<file path="src/rtl/bram_tdp_arbiter.sv">
// Round-robin arbiter sharing one read-first true-dual-port BRAM among NREQ requesters.
// Define BRAM_ARB_STATS_EN to add the saturating stat_grants / stat_conflicts counters.
module bram_tdp_arbiter #(
  parameter int NREQ  = 4,
  parameter int SIZE  = 1024,
  parameter int WIDTH = 32,
  localparam int AW   = $clog2(SIZE),
  localparam int PW   = $clog2(NREQ)
) (
  input  logic                  clk,
  input  logic                  rst,
  input  logic [NREQ-1:0]       req_valid,
  output logic [NREQ-1:0]       req_ready,
  input  logic [NREQ-1:0]       req_we,
  input  logic [NREQ*AW-1:0]    req_addr,
  input  logic [NREQ*WIDTH-1:0] req_wdata,
  output logic [NREQ-1:0]       rsp_valid,
  output logic [NREQ*WIDTH-1:0] rsp_rdata,
  output logic                  ena,
  output logic                  enb,
  output logic                  wea,
  output logic                  web,
  output logic [AW-1:0]         addra,
  output logic [AW-1:0]         addrb,
  output logic [WIDTH-1:0]      dia,
  output logic [WIDTH-1:0]      dib,
  input  logic [WIDTH-1:0]      doa,
  input  logic [WIDTH-1:0]      dob
`ifdef BRAM_ARB_STATS_EN
  ,
  output logic [31:0]           stat_grants,
  output logic [31:0]           stat_conflicts
`endif
);

  // Handshake: a request transfers in the cycle req_valid[i] && req_ready[i];
  // requesters hold we/addr/wdata stable until then. Responses are one-cycle
  // pulses exactly one cycle after the grant, with no backpressure.

  function automatic logic [PW-1:0] wrap(input int v);
    return (v >= NREQ) ? PW'(v - NREQ) : PW'(v);
  endfunction

  logic [PW-1:0]    rr_ptr;
  logic [AW-1:0]    addr_arr  [NREQ];
  logic [WIDTH-1:0] wdata_arr [NREQ];

  logic             a_found, b_found, conflict;
  logic [PW-1:0]    a_idx, b_idx, cand;
  int               a_pos;
  logic             gnt_a, gnt_b;
  logic [PW-1:0]    last_idx, nxt_ptr;

  logic             own_a_vld, own_b_vld;
  logic [PW-1:0]    own_a_idx, own_b_idx;

  always_comb begin
    for (int i = 0; i < NREQ; i++) begin
      addr_arr[i]  = req_addr[i*AW +: AW];
      wdata_arr[i] = req_wdata[i*WIDTH +: WIDTH];
    end
  end

  // Port B scans only the remainder of the rotation after A, so a requester
  // can never win both ports and the pointer window is never wrapped twice.
  always_comb begin
    a_found  = 1'b0;
    a_idx    = '0;
    a_pos    = 0;
    b_found  = 1'b0;
    b_idx    = '0;
    conflict = 1'b0;
    cand     = '0;
    for (int k = 0; k < NREQ; k++) begin
      cand = wrap(int'(rr_ptr) + k);
      if (!a_found && req_valid[cand]) begin
        a_found = 1'b1;
        a_idx   = cand;
        a_pos   = k;
      end
    end
    for (int k = 0; k < NREQ; k++) begin
      cand = wrap(int'(rr_ptr) + k);
      if (a_found && !b_found && (k > a_pos) && req_valid[cand]) begin
        if ((addr_arr[cand] == addr_arr[a_idx]) && (req_we[cand] || req_we[a_idx])) begin
          conflict = 1'b1;
        end else begin
          b_found = 1'b1;
          b_idx   = cand;
        end
      end
    end
  end

  assign gnt_a    = a_found & ~rst;
  assign gnt_b    = b_found & ~rst;
  assign last_idx = gnt_b ? b_idx : a_idx;
  assign nxt_ptr  = wrap(int'(last_idx) + 1);

  assign ena   = gnt_a;
  assign enb   = gnt_b;
  assign wea   = gnt_a & req_we[a_idx];
  assign web   = gnt_b & req_we[b_idx];
  assign addra = gnt_a ? addr_arr[a_idx]  : '0;
  assign addrb = gnt_b ? addr_arr[b_idx]  : '0;
  assign dia   = gnt_a ? wdata_arr[a_idx] : '0;
  assign dib   = gnt_b ? wdata_arr[b_idx] : '0;

  always_comb begin
    req_ready = '0;
    rsp_valid = '0;
    rsp_rdata = '0;
    for (int i = 0; i < NREQ; i++) begin
      req_ready[i] = (gnt_a && (a_idx == PW'(i))) || (gnt_b && (b_idx == PW'(i)));
      if (!rst && own_a_vld && (own_a_idx == PW'(i))) begin
        rsp_valid[i]                = 1'b1;
        rsp_rdata[i*WIDTH +: WIDTH] = doa;
      end
      if (!rst && own_b_vld && (own_b_idx == PW'(i))) begin
        rsp_valid[i]                = 1'b1;
        rsp_rdata[i*WIDTH +: WIDTH] = dob;
      end
    end
  end

  always_ff @(posedge clk) begin
    if (rst) begin
      rr_ptr    <= '0;
      own_a_vld <= 1'b0;
      own_b_vld <= 1'b0;
      own_a_idx <= '0;
      own_b_idx <= '0;
    end else begin
      if (gnt_a) rr_ptr <= nxt_ptr;
      own_a_vld <= gnt_a;
      own_b_vld <= gnt_b;
      own_a_idx <= gnt_a ? a_idx : '0;
      own_b_idx <= gnt_b ? b_idx : '0;
    end
  end

`ifdef BRAM_ARB_STATS_EN
  logic [32:0] grants_sum;
  assign grants_sum = {1'b0, stat_grants} + 33'(gnt_a) + 33'(gnt_b);

  always_ff @(posedge clk) begin
    if (rst) begin
      stat_grants    <= '0;
      stat_conflicts <= '0;
    end else begin
      stat_grants <= grants_sum[32] ? 32'hFFFF_FFFF : grants_sum[31:0];
      if (conflict && (stat_conflicts != 32'hFFFF_FFFF)) stat_conflicts <= stat_conflicts + 32'd1;
    end
  end
`else
  logic unused_conflict;
  assign unused_conflict = conflict;
`endif

endmodule

</file>
<file path="config.mk">
export PLATFORM = sky130hd
export DESIGN_NAME = bram_tdp_arbiter
export DESIGN_NICKNAME = d
export VERILOG_FILES = /design/src/rtl/bram_tdp_arbiter.sv
export SDC_FILE = /design/constraint.sdc
export NUM_CORES = 1
export LEC_CHECK = 0
export ABC_AREA = 1
export ABC_CLOCK_PERIOD_IN_PS = 6400
export BUFFER_PORTS_ARGS = -buffer_cell sky130_fd_sc_hd__buf_2
export CAP_MARGIN = 20
export CORE_AREA = 2 2 182 184
export DETAILED_ROUTE_END_ITERATION = 6
export DIE_AREA = 0 0 184 186
export PLACE_DENSITY = 0.5
export SLEW_MARGIN = 15
export SYNTH_ARGS = -nofsm -noshare
export SYNTH_HDL_FRONTEND = slang
export SYNTH_SLANG_ARGS = --single-unit
</file>
<file path="constraint.sdc">
create_clock -name clk -period 6.4 [get_ports clk]
set_input_delay 0.32 -clock clk [delete_from_list [all_inputs] [get_ports clk]]
set_output_delay 0.32 -clock clk [all_outputs]
set_load 0.02 [all_outputs]
</file>
# After elaboration in Yosys (flattened, before gate mapping)

Index checks and enable logic that the tools add are counted.

Register bits: 8
Input bits: 242
Output and inout bits: 224

Reduce and logical (&&, ||, !) cells: 57
Mux-type cells: 97
Equal/unequal tests: 16
Magnitude comparators: 21
Bitwise operators: 13
Add/subtract/negate cells: 9

Operators by type and width:

| operator            | count |
|---|---|
| $mux 32             | 16 |
| $mux 10             | 14 |
| $bmux 32 s2         | 2 |
| $bmux 10 s2         | 6 |
| $gt 3x32->1 const A | 2 |
| $eq 10x10->1        | 4 |
| $logic_and 1x1->1   | 36 |
| $mux 2              | 18 |
| $gt 1x32->1 const A | 1 |
| $gt 2x32->1 const A | 1 |
| $mux 1              | 31 |
| $ge 3x3->1 const B  | 10 |
| $bmux 1 s2          | 10 |
| $lt 2x3->1 const B  | 6 |
| $not 2->3           | 6 |
| $eq 2x2->1 const B  | 8 |
| $sub 2x1->2 const B | 5 |
| $eq 2x1->1 const B  | 4 |
| $logic_not 2->1     | 4 |
| $logic_or 1x1->1    | 8 |
| $logic_not 1->1     | 7 |
| $add 2x1->3 const B | 2 |
| $add 2x2->3 const B | 2 |
| $and 1x1->1         | 4 |
| 3 further kinds     | 6 |

# Longest topological paths before layout

Gate-level depths: netlist of run 1.

Word-level depth: 42
Depth in mapped cells: 32
Mapped depth without buffers: 30

# Least setup slack after synthesis of run 1

OpenSTA, ideal clock, no wires.

Path kind: register to output
From: register rr_ptr[0]
To: output dib[22]
Path slack: 2908 ps
Path buffers: 4
Stages on the path, launching flop included: 30
Arrival: 3172 ps
Cells stage by stage: dfxtp_1 > buf_4 > inv_4 > nand2_4 > nand2_4 > nand2_2 > nand2_4 > nor2_8 > nand2_1 > clkinv_1 > nand3_2 > nand2_2 > inv_2 > buf_6 > nand2_1 > nand2_2 > xor2_1 > nor2_1 > nand3_1 > nand2_2 > nand3_2 > nand2_2 > nand2_4 > inv_2 > buf_6 > buf_4 > nor2_1 > o21bai_1 > nand2_1 > nor2_1

Cells in the longest elaborated chain, start to end: 42
Elaborated cells between the ends (all ways): 122
Those cells by class: 7 x add/sub; 8 x order compare; 4 x eq/ne; 68 x mux; 7 x bitwise; 28 x reduce/logical

Ends and longest elaborated chain:

| what                                                 | line | RTL |
|---|---|---|
| from (decl)                                          | 44   | `logic [PW-1:0] rr_ptr;` |
| from (signal assigned)                               | 134  | `if (gnt_a) rr_ptr <= nxt_ptr;` |
| branches (longest 41 deep; another with $add 2x1->3) | -    |  |
| $mux 32 (*)                                          | 107  | `assign dib = gnt_b ? wdata_arr[b_idx] : '0;` |
| to (decl)                                            | 26   | `output logic [WIDTH-1:0] dib,` |

Mark *: on every way between the ends. The select of a mux whose other input is x is not followed.

# Final worst setup path of run 1

From: register rr_ptr[0]
To: output dib[30]

Same word-level chain as after synthesis.

==> results of run 1 <==
==> registers in the layout (all words and copies together) (netlist names) <==
name,flops
own_a_idx,2
own_b_idx,2
rr_ptr,2
own_a_vld,1
own_b_vld,1
==> placed cells by master (no fill, tap or decap), drive strengths merged <==
| cell | instances |
|---|---|
| xor2 | 2 |
| o21ai | 122 |
| a221oi | 6 |
| clkbuf | 3 |
| a21oi | 6 |
| diode | 5 |
| o22ai | 174 |
| nand2 | 349 |
| nand3b | 20 |
| or2 | 1 |
| nor3 | 26 |
| nand4 | 23 |
| a211oi | 1 |
| dfxtp | 8 |
| buf | 484 |
| o221ai | 10 |
| clkinv | 2 |
| nand3 | 43 |
| inv | 163 |
| o21bai | 32 |
| nor2 | 240 |
| a21boi | 1 |
| o21a | 5 |
==> routing by layer <==
metal	vias up	track usage, %	routed length [um]
li1	5246	-	-
met1	5056	26.89	16340
met2	617	37.92	19690
met3	82	4.715	3487
met4	2	7.680	1303
met5	-	0	7
==> synth_stat cells <==
| cell type | n |
|---|---|
| sky130_fd_sc_hd__nand4_1 | 23 |
| sky130_fd_sc_hd__nand2_2 | 16 |
| sky130_fd_sc_hd__nor2_1 | 239 |
| sky130_fd_sc_hd__o21a_1 | 5 |
| sky130_fd_sc_hd__or2_0 | 1 |
| sky130_fd_sc_hd__clkbuf_1 | 52 |
| sky130_fd_sc_hd__clkbuf_2 | 1 |
| sky130_fd_sc_hd__nand2_1 | 327 |
| sky130_fd_sc_hd__a221oi_1 | 6 |
| sky130_fd_sc_hd__a211oi_1 | 1 |
| sky130_fd_sc_hd__buf_6 | 5 |
| sky130_fd_sc_hd__nor2_8 | 1 |
| sky130_fd_sc_hd__a21boi_1 | 1 |
| sky130_fd_sc_hd__nand3_4 | 2 |
| sky130_fd_sc_hd__dfxtp_1 | 8 |
| sky130_fd_sc_hd__buf_1 | 7 |
| sky130_fd_sc_hd__nor3_1 | 26 |
| sky130_fd_sc_hd__o21ai_0 | 121 |
| sky130_fd_sc_hd__clkinv_1 | 2 |
| sky130_fd_sc_hd__o21ai_4 | 1 |
| sky130_fd_sc_hd__nand3_1 | 37 |
| sky130_fd_sc_hd__o22ai_1 | 174 |
| sky130_fd_sc_hd__nand3_2 | 4 |
| sky130_fd_sc_hd__inv_2 | 4 |
| sky130_fd_sc_hd__buf_2 | 21 |
| sky130_fd_sc_hd__nand2_4 | 6 |
| sky130_fd_sc_hd__xor2_1 | 2 |
| sky130_fd_sc_hd__inv_4 | 1 |
| sky130_fd_sc_hd__nand3b_1 | 20 |
| sky130_fd_sc_hd__o221ai_1 | 10 |
| sky130_fd_sc_hd__buf_4 | 8 |
| sky130_fd_sc_hd__inv_1 | 158 |
| sky130_fd_sc_hd__a21oi_1 | 6 |
| sky130_fd_sc_hd__o21bai_1 | 32 |
==> cell type report <==
cell class              count  area, sq um
well taps                 408        510.5
flip-flops and latches      8        160.2
fillers                  3794        23100
inverters                 165        621.8
repair buffers            484         2507
diodes                      5        12.51
clock buffers               3        75.07
multi-input cells        1061         5214
==> cell families after synthesis <==
kind of cell	count (synthesis)	share of synthesized area [%]
XOR/XNOR	2	0.2727
AO/OA/AOI/OAI	357	33.83
AND/OR/NAND/NOR	702	46.75
flip-flops	8	2.493
buffers and inverters	259	16.65
==> how the worst min path moves through the flow <==
stage,end
after CTS,rr_ptr[0]$_SDFFE_PP0P_
after detailed placement,rr_ptr[0]$_SDFFE_PP0P_
after global routing,rr_ptr[0]$_SDFFE_PP0P_
after floorplan,rr_ptr[0]$_SDFFE_PP0P_
final,rr_ptr[0]$_SDFFE_PP0P_
after global placement,rr_ptr[0]$_SDFFE_PP0P_
==> report_power, final <==
part	internal [mW]	switching, mW	leakage, nW
Sequential	0.0694	0.0160	0.0666
Combinational	1.92	4.47	5.31
Clock	0.0805	0.0237	0.0370
Total	2.07	4.51	5.41
==> metrics by stage <==
stage	hold slack (ns)	cells	setup WS, ns
floorplan	0.3985	1328	2.908
global placement	0.6373	2126	1.191
detailed placement	0.6303	2126	1.191
CTS	0.3878	2129	0.9212
global route	0.3938	2132	0.1975
finish	0.3810	2134	0.8840
==> critical path, stage by stage, from the launching register on <==
cell,delay (ns)
sky130_fd_sc_hd__dfxtp_1,0.30
sky130_fd_sc_hd__buf_4,0.27
sky130_fd_sc_hd__nand2_2,0.26
sky130_fd_sc_hd__nand2_4,0.39
sky130_fd_sc_hd__nand2_2,0.14
sky130_fd_sc_hd__nand3_2,0.12
sky130_fd_sc_hd__nand2_1,0.07
sky130_fd_sc_hd__nand2_2,0.30
sky130_fd_sc_hd__nand3_4,0.37
sky130_fd_sc_hd__nand2_1,0.15
sky130_fd_sc_hd__nand2_1,0.07
sky130_fd_sc_hd__nand2_1,0.14
sky130_fd_sc_hd__nand2_1,0.15
sky130_fd_sc_hd__nand2_1,0.13
sky130_fd_sc_hd__nand2_1,0.06
sky130_fd_sc_hd__nor2_1,0.16
sky130_fd_sc_hd__nand2_1,0.09
sky130_fd_sc_hd__nor2_1,0.15
sky130_fd_sc_hd__nand2_1,0.07
sky130_fd_sc_hd__nand2_1,0.06
sky130_fd_sc_hd__nand3_1,0.14
sky130_fd_sc_hd__nand2_4,0.37
sky130_fd_sc_hd__buf_12,0.32
sky130_fd_sc_hd__nor2_1,0.07
sky130_fd_sc_hd__o21ai_0,0.16
sky130_fd_sc_hd__nand2_1,0.07
sky130_fd_sc_hd__nor2_1,0.11
sky130_fd_sc_hd__buf_2,0.18
==> run_summary.xml, run 1 <==
<?xml version="1.0" encoding="UTF-8"?>
<metrics>
  <group name="setup_path">
    <metric name="criticalPathCategory" unit="">reg2out</metric>
    <metric name="worstSetupEndpointType" unit="">output port</metric>
    <metric name="crit_path_start" unit="">rr_ptr[0]$_SDFFE_PP0P_</metric>
    <metric name="worst_setup_path_start_kind" unit="">flip-flop</metric>
    <metric name="reg2reg_slack" unit="ns">1.54</metric>
    <metric name="r2r_end" unit="">rr_ptr[1]$_SDFFE_PP0P_</metric>
    <metric name="worst-path-max-fanout" unit="">64</metric>
    <metric name="regToRegStartpoint" unit="">rr_ptr[0]$_SDFFE_PP0P_</metric>
    <metric name="critical_path_arrival" unit="ns">5.20</metric>
    <metric name="reg2regPathDepth" unit="">29</metric>
    <metric name="critical_path_required" unit="ns">6.08</metric>
    <metric name="endpoint" unit="">dib[30]</metric>
  </group>
  <group name="drt">
    <metric name="wl_per_cell" unit="um">19.13</metric>
    <metric name="num_vias" unit="">11000</metric>
    <metric name="wirelength" unit="mm">40.83</metric>
    <metric name="detail-route-antenna-nets" unit="">0</metric>
    <metric name="remaining_drc_errors" unit="">0</metric>
    <metric name="via_per_inst" unit="">5.156</metric>
    <metric name="initial_drt_markers" unit="">845</metric>
    <metric name="drtPass1Iterations" unit="">6</metric>
  </group>
  <group name="die">
    <metric name="floorplan.io_pins" unit="">466</metric>
    <metric name="core_area" unit="sq um">32210</metric>
    <metric name="initial_core_util" unit="%">19.95</metric>
    <metric name="num_rows" unit="">66</metric>
    <metric name="floorplan.die.height" unit="um">186</metric>
    <metric name="width_of_the_die" unit="um">184</metric>
    <metric name="die_footprint" unit="sq um">34220</metric>
  </group>
  <group name="final_layout">
    <metric name="area_delta_synth_final" unit="%">41.68</metric>
    <metric name="stdcell_area" unit="sq um">9101</metric>
    <metric name="num-nets-final" unit="">1965</metric>
    <metric name="utilization" unit="%">28.26</metric>
    <metric name="drive_above_1_share" unit="%">30.68</metric>
  </group>
  <group name="grt">
    <metric name="grt_max_degree" unit="">68</metric>
    <metric name="grt.total_usage" unit="%">21.96</metric>
    <metric name="initial_antenna_violation_count" unit="">4</metric>
    <metric name="grt_pass1_vias" unit="">10040</metric>
    <metric name="gr-total-overflow" unit="">0</metric>
    <metric name="grt_first_pass_wirelength" unit="mm">59.06</metric>
  </group>
  <group name="run">
    <metric name="count_of_max_cap_constraint_violations" unit="">0</metric>
  </group>
  <group name="placed_design">
    <metric name="final_hpwl_from_detailed_placement" unit="mm">31.96</metric>
    <metric name="gpl.final_weighted_congestion" unit="">0.9351</metric>
    <metric name="post_dp_cell_area" unit="sq um">9014</metric>
    <metric name="port_buf_inserts" unit="">465</metric>
  </group>
  <group name="worst_hold_path">
    <metric name="hold_start" unit="">rst</metric>
    <metric name="worstHoldPathType" unit="">in2reg</metric>
    <metric name="holdPathStages" unit="">2</metric>
  </group>
  <group name="synth">
    <metric name="yosys.cell_types.count" unit="">34</metric>
    <metric name="synth-seq-cells" unit="">8</metric>
    <metric name="mappedNetlistArea" unit="sq um">6424</metric>
    <metric name="ys_top_cells_by_area" unit="">sky130_fd_sc_hd__nand2_1 19%, sky130_fd_sc_hd__o22ai_1 17%, sky130_fd_sc_hd__nor2_1 14%</metric>
    <metric name="yosysSeqAreaShare" unit="%">2.493</metric>
    <metric name="synth_area_per_cell" unit="sq um">4.837</metric>
    <metric name="synth_largest_type_area_fraction" unit="%">19.11</metric>
    <metric name="postSynthNetCount" unit="">1570</metric>
    <metric name="syn-instance-count" unit="">1328</metric>
    <metric name="synth_warnings" unit="">0</metric>
    <metric name="synth_area_leader_cell" unit="">sky130_fd_sc_hd__nand2_1</metric>
  </group>
  <group name="timing">
    <metric name="finalHoldViolCount" unit="">0</metric>
    <metric name="fmaxAchievable" unit="MHz">181.3</metric>
    <metric name="tightestPinTransition" unit="ns">1.038</metric>
    <metric name="rsz0062_at_grt" unit="">no</metric>
    <metric name="finalCriticalPeriod" unit="ns">5.516</metric>
    <metric name="fin_worst_skew" unit="ns">0.001540</metric>
    <metric name="finalMaxSlewViolations" unit="">0</metric>
    <metric name="slew_headroom" unit="%">30.66</metric>
    <metric name="setup_viol" unit="">0</metric>
    <metric name="post-route-period-util" unit="%">86.19</metric>
    <metric name="finalSetupTns" unit="ns">0</metric>
  </group>
  <group name="clock_network">
    <metric name="path_clk_slew" unit="ns">0.04</metric>
    <metric name="clock_tree.htree_level_count" unit="">1</metric>
    <metric name="post_cts.resized_instances" unit="">0</metric>
    <metric name="cts_hold_repair.buffers" unit="">0</metric>
    <metric name="cts_made_buffers" unit="">3</metric>
    <metric name="clk_path_buf_depth" unit="">2</metric>
    <metric name="cts_sinks" unit="">8</metric>
    <metric name="cts_setup_buffers" unit="">0</metric>
    <metric name="cell_at_the_root_of_the_clock_tree" unit="">sky130_fd_sc_hd__clkbuf_16</metric>
    <metric name="tritoncts_clock_tree" unit="">done</metric>
    <metric name="insertion_delay" unit="ns">0.23</metric>
  </group>
  <group name="power">
    <metric name="post-layout-total-power" unit="mW">6.583</metric>
    <metric name="power_density" unit="nW/um^2">723.3</metric>
    <metric name="leakagePower" unit="nW">5.410</metric>
    <metric name="power.ir.vdd_worst" unit="V">0.0005642</metric>
  </group>
  <group name="status">
    <metric name="run_status" unit="">complete, no violations</metric>
  </group>
</metrics>
Power figures use the tool's default switching activity.
==> run 2: changes to the inputs <==
--- a/config.mk
+++ b/config.mk
@@ -13,6 +13,7 @@
 export DETAILED_ROUTE_END_ITERATION = 6
 export DIE_AREA = 0 0 184 186
 export PLACE_DENSITY = 0.5
+export REMOVE_ABC_BUFFERS = 1
 export SLEW_MARGIN = 15
 export SYNTH_ARGS = -nofsm -noshare
 export SYNTH_HDL_FRONTEND = slang
==> run_summary.xml, run 2 (same netlist as run 1, synthesis figures left out) <==
<?xml version="1.0" encoding="UTF-8"?>
<metrics>
  <group name="power">
    <metric name="leakagePower" unit="nW">5.436</metric>
    <metric name="post-layout-total-power" unit="mW">6.613</metric>
    <metric name="power.ir.vdd_worst" unit="V">0.0003293</metric>
    <metric name="power_density" unit="nW/um^2">724.3</metric>
  </group>
  <group name="drt">
    <metric name="wl_per_cell" unit="um">19.97</metric>
    <metric name="initial_drt_markers" unit="">865</metric>
    <metric name="remaining_drc_errors" unit="">0</metric>
    <metric name="drtPass1Iterations" unit="">5</metric>
    <metric name="wirelength" unit="mm">42.66</metric>
    <metric name="via_per_inst" unit="">5.093</metric>
    <metric name="detail-route-antenna-nets" unit="">0</metric>
    <metric name="num_vias" unit="">10880</metric>
  </group>
  <group name="clock_network">
    <metric name="cts_hold_repair.buffers" unit="">0</metric>
    <metric name="post_cts.resized_instances" unit="">0</metric>
    <metric name="clock_tree.htree_level_count" unit="">1</metric>
    <metric name="path_clk_slew" unit="ns">0.04</metric>
    <metric name="cts_sinks" unit="">8</metric>
    <metric name="cell_at_the_root_of_the_clock_tree" unit="">sky130_fd_sc_hd__clkbuf_16</metric>
    <metric name="clk_path_buf_depth" unit="">2</metric>
    <metric name="cts_made_buffers" unit="">3</metric>
    <metric name="insertion_delay" unit="ns">0.23</metric>
    <metric name="tritoncts_clock_tree" unit="">done</metric>
    <metric name="cts_setup_buffers" unit="">0</metric>
  </group>
  <group name="grt">
    <metric name="grt_first_pass_wirelength" unit="mm">60.48</metric>
    <metric name="grt.total_usage" unit="%">23.18</metric>
    <metric name="grt_max_degree" unit="">84</metric>
    <metric name="initial_antenna_violation_count" unit="">5</metric>
    <metric name="gr-total-overflow" unit="">0</metric>
    <metric name="grt_pass1_vias" unit="">9774</metric>
  </group>
  <group name="run">
    <metric name="count_of_max_cap_constraint_violations" unit="">0</metric>
  </group>
  <group name="final_layout">
    <metric name="mostFrequentLayoutCell" unit="">sky130_fd_sc_hd__buf_2</metric>
    <metric name="layout_common_cells" unit="">465 x sky130_fd_sc_hd__buf_2, 325 x sky130_fd_sc_hd__nand2_1, 239 x sky130_fd_sc_hd__nor2_1, 174 x sky130_fd_sc_hd__o22ai_1, 157 x sky130_fd_sc_hd__inv_1</metric>
    <metric name="utilization" unit="%">28.35</metric>
    <metric name="drive_above_1_share" unit="%">30.67</metric>
    <metric name="stdcell_area" unit="sq um">9131</metric>
    <metric name="fin_cells" unit="">2136</metric>
    <metric name="layout_top_registers" unit="">own_a_idx (2), own_b_idx (2), rr_ptr (2)</metric>
    <metric name="num-nets-final" unit="">1969</metric>
    <metric name="area_delta_synth_final" unit="%">42.15</metric>
  </group>
  <group name="setup_path">
    <metric name="cpPeakStageDelay" unit="ns">0.50</metric>
    <metric name="critical_path_required" unit="ns">6.08</metric>
    <metric name="worst_setup_path_start_kind" unit="">flip-flop</metric>
    <metric name="worstSetupEndpointType" unit="">output port</metric>
    <metric name="worst-path-max-fanout" unit="">83</metric>
    <metric name="cpLargestDelayFamily" unit="">simple AND/OR/NAND/NOR gates</metric>
    <metric name="criticalPathCategory" unit="">reg2out</metric>
    <metric name="critical_path.slowest_cell" unit="">sky130_fd_sc_hd__nand3_4</metric>
    <metric name="critical_path_arrival" unit="ns">5.21</metric>
    <metric name="worst_path_most_repeated_cell" unit="">sky130_fd_sc_hd__nand2_1</metric>
    <metric name="crit_buf_inv" unit="">4</metric>
  </group>
  <group name="placed_design">
    <metric name="port_buf_inserts" unit="">465</metric>
    <metric name="pre_cts_ws" unit="ns">1.160</metric>
    <metric name="gpl.final_weighted_congestion" unit="">0.9883</metric>
    <metric name="final_hpwl_from_detailed_placement" unit="mm">33.92</metric>
    <metric name="dp.cells" unit="">2130</metric>
    <metric name="post_dp_cell_area" unit="sq um">9046</metric>
  </group>
  <group name="timing">
    <metric name="slew_headroom" unit="%">42.65</metric>
    <metric name="finalHoldViolCount" unit="">0</metric>
    <metric name="tightestPinTransition" unit="ns">0.8581</metric>
    <metric name="fmaxAchievable" unit="MHz">180.8</metric>
    <metric name="finalCriticalPeriod" unit="ns">5.530</metric>
    <metric name="fin_worst_skew" unit="ns">0.0005380</metric>
    <metric name="finalMaxSlewViolations" unit="">0</metric>
    <metric name="post-route-period-util" unit="%">86.41</metric>
    <metric name="fin_worst_hold_slack" unit="ns">0.3168</metric>
    <metric name="final_critical_path_setup_slack" unit="ns">0.8699</metric>
    <metric name="finalSetupTns" unit="ns">0</metric>
    <metric name="rsz0062_at_grt" unit="">no</metric>
    <metric name="setup_viol" unit="">0</metric>
  </group>
  <group name="die">
    <metric name="die_footprint" unit="sq um">34220</metric>
    <metric name="core_area" unit="sq um">32210</metric>
    <metric name="floorplan.die.height" unit="um">186</metric>
    <metric name="width_of_the_die" unit="um">184</metric>
    <metric name="floorplan.io_pins" unit="">466</metric>
    <metric name="num_rows" unit="">66</metric>
    <metric name="initial_core_util" unit="%">19.95</metric>
  </group>
  <group name="status">
    <metric name="run_status" unit="">complete, no violations</metric>
  </group>
  <group name="worst_hold_path">
    <metric name="worstHoldPathType" unit="">in2reg</metric>
  </group>
</metrics>
[run 2: cell types whose count changed in the layout (fill, tap and decap cells not counted)]
| cell | previous run | this run |
|---|---|---|
| sky130_fd_sc_hd__buf_16 | 0 | 1 |
| sky130_fd_sc_hd__buf_4 | 16 | 19 |
| sky130_fd_sc_hd__diode_2 | 5 | 3 |
| sky130_fd_sc_hd__nand3_1 | 34 | 37 |
| sky130_fd_sc_hd__nand3_2 | 7 | 4 |
[run 2: worst paths after layout]
check,start,end,slack (ns),cells past startpoint
worst max-delay path,rr_ptr[0]$_SDFFE_PP0P_,dib[2],0.87,26
worst min-delay path,rst,rr_ptr[0]$_SDFFE_PP0P_,0.32,2
worst max register to register,rr_ptr[0]$_SDFFE_PP0P_,rr_ptr[1]$_SDFFE_PP0P_,1.51,28
worst min register to register,rr_ptr[1]$_SDFFE_PP0P_,rr_ptr[1]$_SDFFE_PP0P_,0.80,4
[run 2: worst register-to-register path, delay by kind of cell, from the launching register on]
| family | cells | cell delay (ns) |
|---|---|---|
| and+or+nand+nor | 23 | 3.49 |
| DFF | 1 | 0.34 |
| buffers and inverters | 5 | 0.98 |
[run 2: final cells by class]
class                           count  area [sq um]
Antenna cell                        3         7.507
Multi-Input combinational cell   1061          5199
Clock buffer                        3         75.07
Timing Repair Buffer              488          2557
Sequential cell                     8         160.2
Fill cell                        3821         23070
Tap cell                          408         510.5
Inverter                          165         621.8
[run 2: report_power, final]
part,total (mW),leakage [nW],internal (mW),switching [mW]
combinational,6.42,5.33,1.94,4.48
clock,0.104,0.0370,0.0804,0.0231
sequential,0.0862,0.0666,0.0695,0.0167
[run 2: per-layer routing]
metal	up-vias	share of wire, %	GRT usage (%)
li1	5254	-	-
met1	5023	41	28.26
met2	524	49	41.60
met3	76	6.4	2.974
met4	2	3.7	8.352
met5	-	0.021	0
